<file path="config.mk">
export PLATFORM = sky130hd
export DESIGN_NAME = unread_stream_sink
export DESIGN_NICKNAME = d
export VERILOG_FILES = /design/src/rtl/unread_stream_sink_pkg.sv /design/src/rtl/unread_sat_counter.sv /design/src/rtl/unread_stream_sink.sv
export SDC_FILE = /design/constraint.sdc
export NUM_CORES = 1
export LEC_CHECK = 0
export BUFFER_PORTS_ARGS = -buffer_cell sky130_fd_sc_hd__buf_2
export CAP_MARGIN = 10
export CORE_UTILIZATION = 52
export CTS_CLUSTER_SIZE = 8
export DETAILED_ROUTE_END_ITERATION = 8
export PLACE_DENSITY = 0.91
export SLEW_MARGIN = 20
export SYNTH_ARGS = -nofsm -noshare
export SYNTH_HDL_FRONTEND = slang
export SYNTH_SLANG_ARGS = --single-unit
export TNS_END_PERCENT = 100
</file>
<file path="constraint.sdc">
create_clock -name clk_i -period 5.01 [get_ports clk_i]
set_input_delay 0.2505 -clock clk_i [delete_from_list [all_inputs] [get_ports clk_i]]
set_output_delay 0.2505 -clock clk_i [all_outputs]
set_load 0.05 [all_outputs]
</file>
<file path="src/rtl/unread_stream_sink_pkg.sv">
// unread_stream_sink_pkg
//   Shared helpers for the unread stream sink:
//     phase_width() - width of the ready-phase counter ($clog2 of the period,
//                     never less than 1 bit).
//     fold()        - XOR-folds a payload into signature-sized chunks,
//                     starting at the LSB, with the top chunk zero-padded.
//   fold() works on fixed maximum widths (FoldMaxData / FoldMaxSig); callers
//   zero-extend their payload and cast the result down to their own width.
package unread_stream_sink_pkg;

    localparam int FoldMaxData = 512;
    localparam int FoldMaxSig  = 256;

    function automatic int phase_width(input int period);
        return (period > 1) ? $clog2(period) : 1;
    endfunction

    // Bit i of the payload lands in signature bit (i mod sig_w), which is
    // exactly the chunk-wise XOR with a zero-padded top chunk.
    function automatic logic [FoldMaxSig-1:0] fold(
        input logic [FoldMaxData-1:0] data,
        input int                     data_w,
        input int                     sig_w
    );
        logic [FoldMaxSig-1:0] res;
        res = '0;
        for (int i = 0; i < FoldMaxData; i++) begin
            if (i < data_w) begin
                res[i % sig_w] = res[i % sig_w] ^ data[i];
            end
        end
        return res;
    endfunction

endpackage

</file>
<file path="src/rtl/unread_sat_counter.sv">
// unread_sat_counter
//   Saturating accepted-beat counter with sticky overflow.
//   Ports:
//     clk_i      clock
//     rst_i      asynchronous active-high reset
//     clear_i    synchronous clear of count and overflow
//     inc_i      count one beat this cycle
//     cnt_o      current count (holds at all-ones)
//     overflow_o set when a beat arrives while the count is all-ones
module unread_sat_counter #(
    parameter int CntWidth = 16
) (
    input  logic                clk_i,
    input  logic                rst_i,
    input  logic                clear_i,
    input  logic                inc_i,
    output logic [CntWidth-1:0] cnt_o,
    output logic                overflow_o
);

    logic [CntWidth-1:0] cnt_q;
    logic                ovf_q;

    always_ff @(posedge clk_i or posedge rst_i) begin
        if (rst_i) begin
            cnt_q <= '0;
            ovf_q <= 1'b0;
        end else if (clear_i) begin
            cnt_q <= '0;
            ovf_q <= 1'b0;
        end else if (inc_i) begin
            if (cnt_q == '1) begin
                ovf_q <= 1'b1;
            end else begin
                cnt_q <= cnt_q + CntWidth'(1);
            end
        end
    end

    assign cnt_o      = cnt_q;
    assign overflow_o = ovf_q;

endmodule

</file>
<file path="src/rtl/unread_stream_sink.sv">
// unread_stream_sink
//   Terminates unused valid/ready streams: accepts beats on a shared ready
//   pattern (one cycle in every ReadyPeriod), discards them, counts them per
//   channel and folds all accepted payloads into a rotating XOR signature so
//   the producing logic stays observable and is not pruned.
//   Ports:
//     clk_i       clock
//     rst_i       asynchronous active-high reset
//     clear_i     synchronous clear of phase, counters, overflow, signature, last
//     valid_i     per-channel beat valid
//     data_i      per-channel payload, channel c at [c*DataWidth +: DataWidth]
//     ready_o     per-channel ready (shared phase, low during clear)
//     cnt_o       per-channel accepted-beat count, channel c at [c*CntWidth +: CntWidth]
//     overflow_o  per-channel sticky counter overflow
//     sig_o       data signature
//     last_o      last accepted payload (lowest firing channel)
//   Optional feature: define UNREAD_STREAM_SINK_LAST_EN to build the last_o
//   register; otherwise last_o is constant zero.
//   Limits: DataWidth <= 512, SigWidth <= 256 (fold helper widths).
module unread_stream_sink
    import unread_stream_sink_pkg::*;
#(
    parameter int NumChan     = 2,
    parameter int DataWidth   = 32,
    parameter int CntWidth    = 16,
    parameter int SigWidth    = 32,
    parameter int ReadyPeriod = 1
) (
    input  logic                          clk_i,
    input  logic                          rst_i,
    input  logic                          clear_i,
    input  logic [NumChan-1:0]            valid_i,
    input  logic [NumChan*DataWidth-1:0]  data_i,
    output logic [NumChan-1:0]            ready_o,
    output logic [NumChan*CntWidth-1:0]   cnt_o,
    output logic [NumChan-1:0]            overflow_o,
    output logic [SigWidth-1:0]           sig_o,
    output logic [DataWidth-1:0]          last_o
);

    logic               phase_zero;
    logic [NumChan-1:0] fire;
    logic [SigWidth-1:0] fold_acc;
    logic [SigWidth-1:0] sig_q;

    // Ready phase: one shared counter, no flops at all when always ready.
    if (ReadyPeriod > 1) begin : g_phase
        localparam int PhaseW = phase_width(ReadyPeriod);
        logic [PhaseW-1:0] phase_q;

        always_ff @(posedge clk_i or posedge rst_i) begin
            if (rst_i) begin
                phase_q <= '0;
            end else if (clear_i) begin
                phase_q <= '0;
            end else if (phase_q == PhaseW'(ReadyPeriod - 1)) begin
                phase_q <= '0;
            end else begin
                phase_q <= phase_q + PhaseW'(1);
            end
        end

        assign phase_zero = (phase_q == '0);
    end else begin : g_no_phase
        assign phase_zero = 1'b1;
    end

    // Ready never looks at valid, so there is no combinational loop back to
    // the producer; clear blocks every handshake for that cycle.
    assign ready_o = {NumChan{phase_zero & ~clear_i}};
    assign fire    = valid_i & ready_o;

    for (genvar c = 0; c < NumChan; c++) begin : g_cnt
        unread_sat_counter #(
            .CntWidth(CntWidth)
        ) u_cnt (
            .clk_i     (clk_i),
            .rst_i     (rst_i),
            .clear_i   (clear_i),
            .inc_i     (fire[c]),
            .cnt_o     (cnt_o[c*CntWidth +: CntWidth]),
            .overflow_o(overflow_o[c])
        );
    end

    // All beats firing in one cycle are absorbed into a single update.
    always_comb begin
        fold_acc = '0;
        for (int c = 0; c < NumChan; c++) begin
            if (fire[c]) begin
                fold_acc = fold_acc ^ SigWidth'(fold(
                    FoldMaxData'(data_i[c*DataWidth +: DataWidth]), DataWidth, SigWidth));
            end
        end
    end

    always_ff @(posedge clk_i or posedge rst_i) begin
        if (rst_i) begin
            sig_q <= '0;
        end else if (clear_i) begin
            sig_q <= '0;
        end else begin
            sig_q <= {sig_q[SigWidth-2:0], sig_q[SigWidth-1]} ^ fold_acc;
        end
    end

    assign sig_o = sig_q;

`ifdef UNREAD_STREAM_SINK_LAST_EN
    logic [DataWidth-1:0] last_q;
    logic [DataWidth-1:0] last_d;

    // Scan from the top so the lowest-index firing channel wins.
    always_comb begin
        last_d = last_q;
        for (int c = NumChan - 1; c >= 0; c--) begin
            if (fire[c]) begin
                last_d = data_i[c*DataWidth +: DataWidth];
            end
        end
    end

    always_ff @(posedge clk_i or posedge rst_i) begin
        if (rst_i) begin
            last_q <= '0;
        end else if (clear_i) begin
            last_q <= '0;
        end else begin
            last_q <= last_d;
        end
    end

    assign last_o = last_q;
`else
    assign last_o = '0;
`endif

endmodule

</file>
==> results.sh, run 1 <==
export IMPL_critical_path_arrival_ns=2.56
export IMPL_die_y_um=89.46
export IMPL_crit_fanout=16
export IMPL_cts_tree="done"
export IMPL_die_area_sq_um=8003
export IMPL_fill_cells=580
export IMPL_portBuffers=136
export IMPL_final_nets=632
export IMPL_ys_top_cells_by_count="nand2_1, dfrtp_1, nor2_1"
export IMPL_netlist_area_leader_share=0.4152
export IMPL_place_hpwl_mm=6.695
export IMPL_worstPathRequired_ns=5.24
export IMPL_power_density_nw_per_um2=320.5
export IMPL_register_area_sq_um=1652
export IMPL_drive_gt1_frac=0.3074
export IMPL_r2r_cells=5
export IMPL_numCtsBuffers=9
export IMPL_cts_clk_slew_worst_paths_ns=0.08
export IMPL_drcViolationCount=0
export IMPL_core_area_sq_um=7331
export IMPL_initial_utilization=0.5426
export IMPL_synth_top_area_cell="dfrtp_1"
export IMPL_drv_cap=0
export IMPL_grt_pass1_vias=3144
export IMPL_wl_per_cell_um=14.29
export IMPL_ys_top_cells_by_area="dfrtp_1, xor2_1, nand2_1"
export IMPL_worstMarginPinSlew_ns=0.8298
export IMPL_pin_count=169
export IMPL_end_kind="flop"
export IMPL_synth_most_common_cell="nand2_1"
export IMPL_multi_input_area_sq_um=2077
export IMPL_cts_max_path_buffers=2
export IMPL_cts_sinks=66
export IMPL_vdd_drop_max_mv=0.1723
export IMPL_vias_per_cell=5.205
export IMPL_synth_ff_type="dfrtp_1"
export IMPL_die_x_um=89.46
export IMPL_fin_crit_sh=0.4656
export IMPL_ant_nets=0
export IMPL_total_leakage_power_nw=2.429
export IMPL_worstSkewPairLatency_ns=0.34
export IMPL_dr_total_vias=3461
export IMPL_seq_area_frac_synth=0.4152
export IMPL_synth_warnings=0
export IMPL_syn_area_sq_um=3978
export IMPL_setup_violations_final=0
export IMPL_max_freq_mhz=428.7
export IMPL_drv_slew=0
export IMPL_drtPass1Iterations=4
export IMPL_status="finished, final reports clean"
export IMPL_antenna_found_initial=0
export IMPL_grt_max_degree=67
export IMPL_min_path_type="input pin to async pin"
export IMPL_gp_congestion=0.8216
export IMPL_overflow=0
export IMPL_rows=31
export IMPL_synthDistinctLibCells=50
export IMPL_grt_pass1_wl_mm=14.28
export IMPL_crit_type="flop to flop"
export IMPL_final_setup_skew_ns=0.01084
export IMPL_synth_edf_count=0
export IMPL_drt_iter0_markers=167
export IMPL_syn_to_final_growth_pct=20.95
export IMPL_relSlewSlack=0.4468
export IMPL_track_usage=0.2337
export IMPL_cts_setup_buffers=0
export IMPL_report_final_hold_viol_count=0
export IMPL_wl_mm=9.504
export IMPL_hold_buffers=0
export IMPL_antenna_cells=0
export IMPL_synth_async_reset_ratio=1.000
export IMPL_final_setup_tns_ns=0
export IMPL_avgSynthCellArea_sq_um=9.207
export IMPL_cts_max_level=3
export IMPL_power_mw=1.542
export IMPL_netlist_instances=432
export IMPL_ys_ff_latch=66
export IMPL_min_period_ns=2.332
export IMPL_r2r_end="g_cnt[0].u_cnt.cnt_o[13]$_DFFE_PP0P_"
export IMPL_critPathLaunchType="flop"
export IMPL_cts_resized=0
export IMPL_r2r_setup_slack_ns=2.68
export IMPL_rsz0062_at_grt="false"
export IMPL_rr_startpoint="g_cnt[0].u_cnt.cnt_o[0]$_DFFE_PP0P_"
export IMPL_root_buffer="clkbuf_8"
[area by class of cell]
cell class                      instances  area share
Multi-Input combinational cell        337      0.4317
Sequential cell                        66      0.3433
Timing Repair Buffer                  138      0.1446
Clock buffer                           12     0.03225
Tap cell                               99     0.02575
Clock inverter                          4     0.01534
Inverter                                9    0.007022
[registers in the layout, indices dropped and copies added, names as in the netlist]
register,count
sig_o,32
g_cnt.u_cnt.cnt_o,32
g_cnt.u_cnt.overflow_o,2
[cells in the final DEF (no fill, tap or decap), types with 11 or more instances in the layout]
| cell | Yosys | routed |
|---|---|---|
| nor2_1 | 44 | 44 |
| dfrtp_1 | 66 | 66 |
| nand2_1 | 76 | 76 |
| conb_1 | 1 | 32 |
| a21oi_1 | 20 | 20 |
| xor2_1 | 33 | 33 |
| clkbuf_8 | 0 | 11 |
| buf_2 | 1 | 136 |
| xnor2_1 | 32 | 32 |
[worst max-delay path by stage]
| stage | startpoint | end | slack, ns | cells past startpoint |
|---|---|---|---|---|
| floorplan | g_cnt[0].u_cnt.cnt_o[0]$_DFFE_PP0P_ | g_cnt[0].u_cnt.cnt_o[13]$_DFFE_PP0P_ | 2.81 | 5 |
| global placement | g_cnt[0].u_cnt.cnt_o[0]$_DFFE_PP0P_ | g_cnt[0].u_cnt.cnt_o[13]$_DFFE_PP0P_ | 2.84 | 5 |
| detailed placement | g_cnt[0].u_cnt.cnt_o[0]$_DFFE_PP0P_ | g_cnt[0].u_cnt.cnt_o[13]$_DFFE_PP0P_ | 2.73 | 5 |
| CTS | g_cnt[0].u_cnt.cnt_o[0]$_DFFE_PP0P_ | g_cnt[0].u_cnt.cnt_o[13]$_DFFE_PP0P_ | 2.69 | 5 |
| global route | g_cnt[0].u_cnt.cnt_o[1]$_DFFE_PP0P_ | g_cnt[0].u_cnt.cnt_o[13]$_DFFE_PP0P_ | 2.58 | 5 |
| finish | g_cnt[0].u_cnt.cnt_o[0]$_DFFE_PP0P_ | g_cnt[0].u_cnt.cnt_o[13]$_DFFE_PP0P_ | 2.68 | 5 |
[power by group]
part           total (mW)  internal, mW  switching (mW)
sequential          0.605         0.573          0.0321
clock               0.512         0.308           0.204
combinational       0.425         0.113           0.312
total                1.54         0.994           0.548
[metrics by stage]
stage / worst slack, ns / cells / cell area (sq um) / hold WS [ns] / util
after floorplan: 2.808 / 463 / 4094 / 0.4637 / -
after global placement: 2.837 / 649 / 4582 / 0.4746 / 0.6250
after detailed placement: 2.731 / 649 / 4582 / 0.4823 / 0.6250
after CTS: 2.695 / 665 / 4811 / 0.1826 / 0.6563
after global routing: 2.577 / 665 / 4811 / 0.2194 / 0.6563
final: 2.678 / 665 / 4811 / 0.1521 / 0.6563
[routing by layer]
layer	share of wire	vias to the layer above	routed length [um]	track usage
met5	0	-	0	0
met4	0.017	0	165	0.09235
met3	0.064	17	605	0.05171
met2	0.51	127	4804	0.4192
met1	0.41	1649	3929	0.2716
li1	-	1668	-	-
[kinds of logic after synthesis]
| kind of cell | share of synthesized area |
|---|---|
| simple gates | 0.2441 |
| flops | 0.4152 |
| xor+xnor | 0.1431 |
| buf+inv | 0.09185 |
| compound gates | 0.08965 |
| mux | 0.008807 |
| fa+ha+maj | 0.006290 |
| other cells | 0.0009428 |
[critical path: stages, from the launching register on]
cell and delay, ns:
dfrtp_1 0.46, ha_1 0.28, nand4_2 0.20, nor4_4 0.79, nor4_2 0.16, mux2_4 0.33
Power figures use the tool's default switching activity.
==> run 2, diff against run 1 <==
- ABC_AREA: not set -> 1
- CORE_UTILIZATION: 52 -> 45
- PLACE_DENSITY: 0.91 -> 0.82
- clock period: 5.01 -> 1.95 ns (I/O delays scaled with it)
==> run 2 against run 1 <==
Against the previous run:
- non-clock buffer count up 7
- utilization down 8.8 points
- global-route usage fell by 3.6 points
- clock skew up 0.0088 ns
- sequential power is 150% higher
- die area is 27% higher
- count of clock-buffer cells in the layout unchanged
- worst setup slack worse by 2.4 ns
- hold slack lost 0.066 ns
- sequential cell count unchanged
- total power is 140% higher
- largest cell class unchanged
- via count is 19% higher
- largest power group unchanged
==> results.sh, run 2 <==
export IMPL_status="finished, final reports clean"
export IMPL_rows=35
export IMPL_cts_max_level=3
export IMPL_drv_slew=0
export IMPL_synth_ff_type="dfrtp_1"
export IMPL_die_y_um=101.0
export IMPL_grt_max_degree=47
export IMPL_power_density_nw_per_um2=696.1
export IMPL_antenna_cells=0
export IMPL_worstPathRequired_ns=2.13
export IMPL_hold_start="clear_i"
export IMPL_die_x_um=101.0
export IMPL_synth_edf_count=0
export IMPL_rsz0062_at_grt="false"
export IMPL_final_setup_tns_ns=0
export IMPL_power_frac_seq=0.405
export IMPL_netlist_instances=641
export IMPL_clock_power_share=0.335
export IMPL_post_place_ws_ns=0.2731
export IMPL_crit_chain="ha_1 > nand2_1 > nor2_1 > nand2_1 > nor2_4 > o21ai_1 > o21ai_0"
export IMPL_cp_slowest_stage_delay_ns=0.43
export IMPL_dp_cells=893
export IMPL_end_kind="flop"
export IMPL_min_period_ns=1.712
export IMPL_setup_violations_final=0
export IMPL_critPathSlowestCell="dfrtp_1"
export IMPL_total_leakage_power_nw=2.877
export IMPL_root_buffer="clkbuf_8"
export IMPL_vdd_drop_max_mv=0.3915
export IMPL_crit_type="flop to flop"
export IMPL_final_cell_mix="nand2_1, buf_2, nor2_1"
export IMPL_drtPass1Iterations=6
export IMPL_ys_top_cells_by_area="dfrtp_1, nand2_1, nor2_1"
export IMPL_r2r_setup_slack_ns=0.24
export IMPL_cts_resized=0
export IMPL_synthDistinctLibCells=28
export IMPL_crit_top_cell="nand2_1"
export IMPL_ant_nets=0
export IMPL_portBuffers=136
export IMPL_fin_crit_sh=0.8781
export IMPL_synth_warnings=0
export IMPL_worstSkewPairLatency_ns=0.33
export IMPL_overflow=0
export IMPL_track_usage=0.1976
export IMPL_syn_area_sq_um=4407
export IMPL_fin_cells=910
export IMPL_pwr_share_comb=0.260
export IMPL_numCtsBuffers=9
export IMPL_avgSynthCellArea_sq_um=6.875
export IMPL_die_area_sq_um=10190
export IMPL_setup_slack_ns=0.2378
export IMPL_core_area_sq_um=9371
export IMPL_netlist_area_leader_share=0.3748
export IMPL_drive_gt1_frac=0.2318
export IMPL_syn_to_final_growth_pct=20.93
export IMPL_cts_tree="done"
export IMPL_report_final_hold_viol_count=0
export IMPL_critPathLaunchType="flop"
export IMPL_p_sw_frac=0.3502
export IMPL_power_mw=3.709
export IMPL_ys_top_cells_by_count="nand2_1, nor2_1, dfrtp_1, inv_1, nand3_1"
export IMPL_gp_congestion=0.8865
export IMPL_worstHoldEndpoint="g_cnt[1].u_cnt.cnt_o[15]$_DFFE_PP0P_"
export IMPL_fill_cells=925
export IMPL_max_freq_mhz=584.0
export IMPL_critical_path_arrival_ns=1.89
export IMPL_place_hpwl_mm=7.423
export IMPL_wl_mm=9.903
export IMPL_grt_pass1_wl_mm=16.02
export IMPL_dr_total_vias=4118
export IMPL_grt_pass1_vias=3634
export IMPL_cts_sinks=66
export IMPL_drt_iter0_markers=106
export IMPL_antenna_found_initial=0
export IMPL_seq_area_frac_synth=0.3748
export IMPL_vias_per_cell=4.525
export IMPL_mostFrequentLayoutCell="nand2_1"
export IMPL_synth_top_area_cell="dfrtp_1"
export IMPL_ys_ff_latch=66
export IMPL_cts_max_path_buffers=2
export IMPL_pin_count=169
export IMPL_final_setup_skew_ns=0.01961
export IMPL_synth_async_reset_ratio=1.000
export IMPL_rr_startpoint="g_cnt[1].u_cnt.cnt_o[0]$_DFFE_PP0P_"
export IMPL_drv_cap=0
export IMPL_final_nets=847
export IMPL_p_sw_mw=1.299
export IMPL_synth_most_common_cell="nand2_1"
export IMPL_r2r_end="g_cnt[1].u_cnt.cnt_o[6]$_DFFE_PP0P_"
export IMPL_min_path_type="input pin to flop"
export IMPL_r2r_cells=7
export IMPL_crit_fanout=6
export IMPL_initial_utilization=0.4702
export IMPL_wl_per_cell_um=10.88
export IMPL_cts_clk_slew_worst_paths_ns=0.08
export IMPL_p_int_mw=2.410
export IMPL_drcViolationCount=0
export IMPL_holdPathStages=4
run 2: cell count changes after synthesis, moves of 6 or more:
cell,before,now
a21oi_1,20,1
buf_2,1,10
clkbuf_1,7,1
inv_1,8,66
nand2_1,76,198
nand3_1,8,57
nor2_1,44,109
o21ai_0,5,14
o21ai_2,0,7
o31ai_1,6,0
or3_1,8,0
or4_1,8,0
xor2_1,33,6
run 2: logic make-up after synthesis:
kind of cell	count (synthesis)	share of synthesized area
buffers and inverters	120	0.1386
other	1	0.0008510
adder cells (fa/ha/maj)	2	0.005678
XOR/XNOR	40	0.07950
AO/OA/AOI/OAI	25	0.03549
flip-flops	66	0.3748
AND/OR/NAND/NOR	387	0.3651
run 2: final cells by class:
| cell class | count | area, sq um | area share |
|---|---|---|---|
| multi-input cells | 486 | 2261 | 0.4243 |
| flip-flops and latches | 66 | 1652 | 0.3099 |
| repair buffers | 145 | 788.3 | 0.1479 |
| inverters | 68 | 255.2 | 0.04790 |
| well taps | 129 | 161.4 | 0.03029 |
| clock buffers | 12 | 135.1 | 0.02536 |
| clock inverters | 4 | 76.32 | 0.01432 |
run 2: worst max-delay path, delay by kind of cell (launching register included):
family                     cells  cell delay, ns
and+or+nand+nor                4            0.38
adders and majority gates      1            0.25
DFF                            1            0.43
AOI/OAI and AO/OA              2            0.50
run 2: worst max path at each step:
stage | endpoint | cells after the start | slack (ns) | startpoint
2_1_floorplan | g_cnt[0].u_cnt.cnt_o[10]$_DFFE_PP0P_ | 10 | 0.08 | g_cnt[0].u_cnt.cnt_o[0]$_DFFE_PP0P_
3_3_place_gp | g_cnt[1].u_cnt.cnt_o[4]$_DFFE_PP0P_ | 7 | 0.37 | g_cnt[1].u_cnt.cnt_o[0]$_DFFE_PP0P_
4_1_cts | g_cnt[1].u_cnt.cnt_o[6]$_DFFE_PP0P_ | 7 | 0.26 | g_cnt[1].u_cnt.cnt_o[0]$_DFFE_PP0P_
6_report | g_cnt[1].u_cnt.cnt_o[6]$_DFFE_PP0P_ | 7 | 0.24 | g_cnt[1].u_cnt.cnt_o[0]$_DFFE_PP0P_
5_1_grt | g_cnt[1].u_cnt.cnt_o[6]$_DFFE_PP0P_ | 7 | 0.06 | g_cnt[1].u_cnt.cnt_o[0]$_DFFE_PP0P_
3_5_place_dp | g_cnt[1].u_cnt.cnt_o[6]$_DFFE_PP0P_ | 7 | 0.27 | g_cnt[1].u_cnt.cnt_o[0]$_DFFE_PP0P_
run 2: per-stage QoR:
stage	area, sq um	util	hold slack (ns)
after floorplan	4523	-	0.2548
after global placement	5107	0.5450	0.1506
after detailed placement	5107	0.5450	0.1514
after CTS	5329	0.5686	0.06598
after global routing	5329	0.5686	0.07376
final	5329	0.5686	0.08639
run 2: power groups by stage:
stage / clock network [mW] / registers [mW] / logic, mW
final: 1.24 / 1.50 / 0.964
after global routing: 1.34 / 1.51 / 1.05
after CTS: 1.29 / 1.50 / 0.973
after detailed placement: 0 / 1.53 / 0.969
after global placement: 0 / 1.52 / 0.959
after floorplan: 0 / 1.80 / 0.510
run 2: what timing repair did:
item | CTS | global route
hold buffers | 1 | 0
setup buffers | 0 | 0
endpoints found under the hold margin | 20 | 0
run 2: metal layers:
metal	global-route usage	wire (um)
met3	0.04785	402
met4	0.03010	30
met2	0.3625	5042
met5	0	0
met1	0.2378	4426
==> run 3, diff against run 2 <==
- CORE_UTILIZATION: 45 -> 46
- CTS_BUF_LIST: not set -> sky130_fd_sc_hd__clkbuf_2 sky130_fd_sc_hd__clkbuf_4 sky130_fd_sc_hd__clkbuf_8
- PLACE_DENSITY: 0.82 -> 0.84
==> run 3 against run 2 <==
Against the previous run:
- worst setup slack improved by 0.041 ns
- sequential power is essentially flat
- die area is 2.1% lower
- clock skew down 0.012 ns
- combinational power is essentially flat
- via count rose by 1.7%
- count of clock-buffer cells in the layout decreased by 1
- total power down 6.7%
- critical path type unchanged
- largest cell class unchanged
==> results.sh, run 3 (synthesized netlist as in run 2, its figures left out) <==
export IMPL_status="finished, final reports clean"
export IMPL_rr_startpoint="g_cnt[1].u_cnt.cnt_o[0]$_DFFE_PP0P_"
export IMPL_grt_pass1_vias=3738
export IMPL_dp_cells=892
export IMPL_worstHoldEndpoint="g_cnt[1].u_cnt.cnt_o[2]$_DFFE_PP0P_"
export IMPL_holdPathStages=4
export IMPL_wl_per_cell_um=11.10
export IMPL_initial_utilization=0.4769
export IMPL_drtPass1Iterations=4
export IMPL_setup_violations_final=0
export IMPL_critical_path_arrival_ns=1.87
export IMPL_r2r_setup_slack_ns=0.28
export IMPL_min_period_ns=1.671
export IMPL_antenna_cells=0
export IMPL_final_setup_tns_ns=0
export IMPL_die_x_um=99.88
export IMPL_relSlewSlack=0.5953
export IMPL_cts_max_level=3
export IMPL_crit_path_start="g_cnt[1].u_cnt.cnt_o[0]$_DFFE_PP0P_"
export IMPL_rows=35
export IMPL_pin_count=169
export IMPL_overflow=0
export IMPL_crit_fanout=6
export IMPL_vias_per_cell=4.617
export IMPL_grt_max_degree=52
export IMPL_critPathLaunchType="flop"
export IMPL_root_buffer="clkbuf_8"
export IMPL_drive_gt1_frac=0.2326
export IMPL_final_nets=846
export IMPL_hold_start="clear_i"
export IMPL_end_kind="flop"
export IMPL_max_freq_mhz=598.4
export IMPL_final_cell_mix="nand2_1, buf_2, nor2_1"
export IMPL_worstPathRequired_ns=2.15
export IMPL_drv_slew=0
export IMPL_min_path_type="input pin to flop"
export IMPL_fin_hold_ws_ns=0.1072
export IMPL_fin_cells=907
export IMPL_portBuffers=136
export IMPL_core_area_sq_um=9240
export IMPL_worstMarginPinSlew_ns=0.6061
export IMPL_cts_max_path_buffers=2
export IMPL_wl_mm=10.07
export IMPL_drt_iter0_markers=114
export IMPL_place_hpwl_mm=7.428
export IMPL_ant_nets=0
export IMPL_final_util=0.5693
export IMPL_vdd_drop_max_mv=0.4030
export IMPL_final_setup_skew_ns=0.008006
export IMPL_cts_tree="done"
export IMPL_cts_setup_buffers=0
export IMPL_drv_cap=0
export IMPL_numCtsBuffers=9
export IMPL_gp_congestion=0.8799
export IMPL_rsz0062_at_grt="false"
export IMPL_syn_to_final_growth_pct=19.36
export IMPL_report_final_hold_viol_count=0
export IMPL_power_density_nw_per_um2=657.6
export IMPL_r2r_cells=7
export IMPL_die_area_sq_um=9975
export IMPL_fin_crit_sh=0.8569
export IMPL_cts_sinks=66
export IMPL_cts_clk_slew_worst_paths_ns=0.07
export IMPL_r2r_end="g_cnt[1].u_cnt.cnt_o[3]$_DFFE_PP0P_"
export IMPL_dr_total_vias=4188
export IMPL_total_leakage_power_nw=2.852
export IMPL_die_y_um=99.88
export IMPL_crit_type="flop to flop"
export IMPL_grt_pass1_wl_mm=16.55
export IMPL_drcViolationCount=0
export IMPL_track_usage=0.2086
export IMPL_mostFrequentLayoutCell="nand2_1"
export IMPL_antenna_found_initial=0
export IMPL_worstSkewPairLatency_ns=0.34
## run 3: cell types whose count changed in the layout (fill, tap and decap cells not counted), sizes merged
cell | before | now
buf | 144 | 143
bufinv | 2 | 0
clkbuf | 12 | 11
clkinv | 1 | 2
## run 3: layout make-up
class / instances / area, sq um
clock inverter: 3 / 17.52
sequential: 66 / 1652
inverter: 68 / 255.2
tap: 129 / 161.4
timing repair buffer: 144 / 768.2
fill: 893 / 3980
multi-input combinational: 486 / 2261
clock buffer: 11 / 145.1
## run 3: report_power, final
| part | switching (mW) | leakage (nW) | internal [mW] |
|---|---|---|---|
| Combinational | 0.726 | 1.87 | 0.236 |
| Clock | 0.507 | 0.0845 | 0.492 |
| Sequential | 0.0528 | 0.895 | 1.45 |
| Total | 1.29 | 2.85 | 2.17 |
## run 3: critical path: stages, from the launching register on
cell and delay [ns]:
dfrtp_1 0.41, ha_1 0.24, nand2_1 0.11, nor2_1 0.06, nand2_1 0.16, nor2_4 0.07, o21ai_1 0.34, o21ai_0 0.14
## run 3: how the worst max path moves through the flow
stage | slack [ns] | to
3_5_place_dp | 0.31 | g_cnt[1].u_cnt.cnt_o[3]$_DFFE_PP0P_
2_1_floorplan | 0.08 | g_cnt[0].u_cnt.cnt_o[10]$_DFFE_PP0P_
4_1_cts | 0.30 | g_cnt[1].u_cnt.cnt_o[3]$_DFFE_PP0P_
6_report | 0.28 | g_cnt[1].u_cnt.cnt_o[3]$_DFFE_PP0P_
3_3_place_gp | 0.38 | g_cnt[0].u_cnt.cnt_o[2]$_DFFE_PP0P_
5_1_grt | 0.09 | g_cnt[1].u_cnt.cnt_o[14]$_DFFE_PP0P_
## run 3: layer usage
metal / share of wire / global-route usage
met5: 0 / 0
met4: 0.017 / 0.08258
met3: 0.049 / 0.03760
met2: 0.48 / 0.3623
met1: 0.45 / 0.2568
## run 3: timing repair
| action | in CTS | in global routing |
|---|---|---|
| resized for setup | 0 | 0 |
| hold buffers | 1 | 0 |
| endpoints found under the hold margin | 16 | 0 |
## run 3: stage by stage
stage	worst slack, ns	instance area (sq um)	total power, mW
finish	0.2790	5260	3.459
global route	0.09147	5260	3.646
CTS	0.2969	5260	3.498
floorplan	0.08204	4523	2.307
global placement	0.3781	5087	2.473
detailed placement	0.3115	5087	2.489
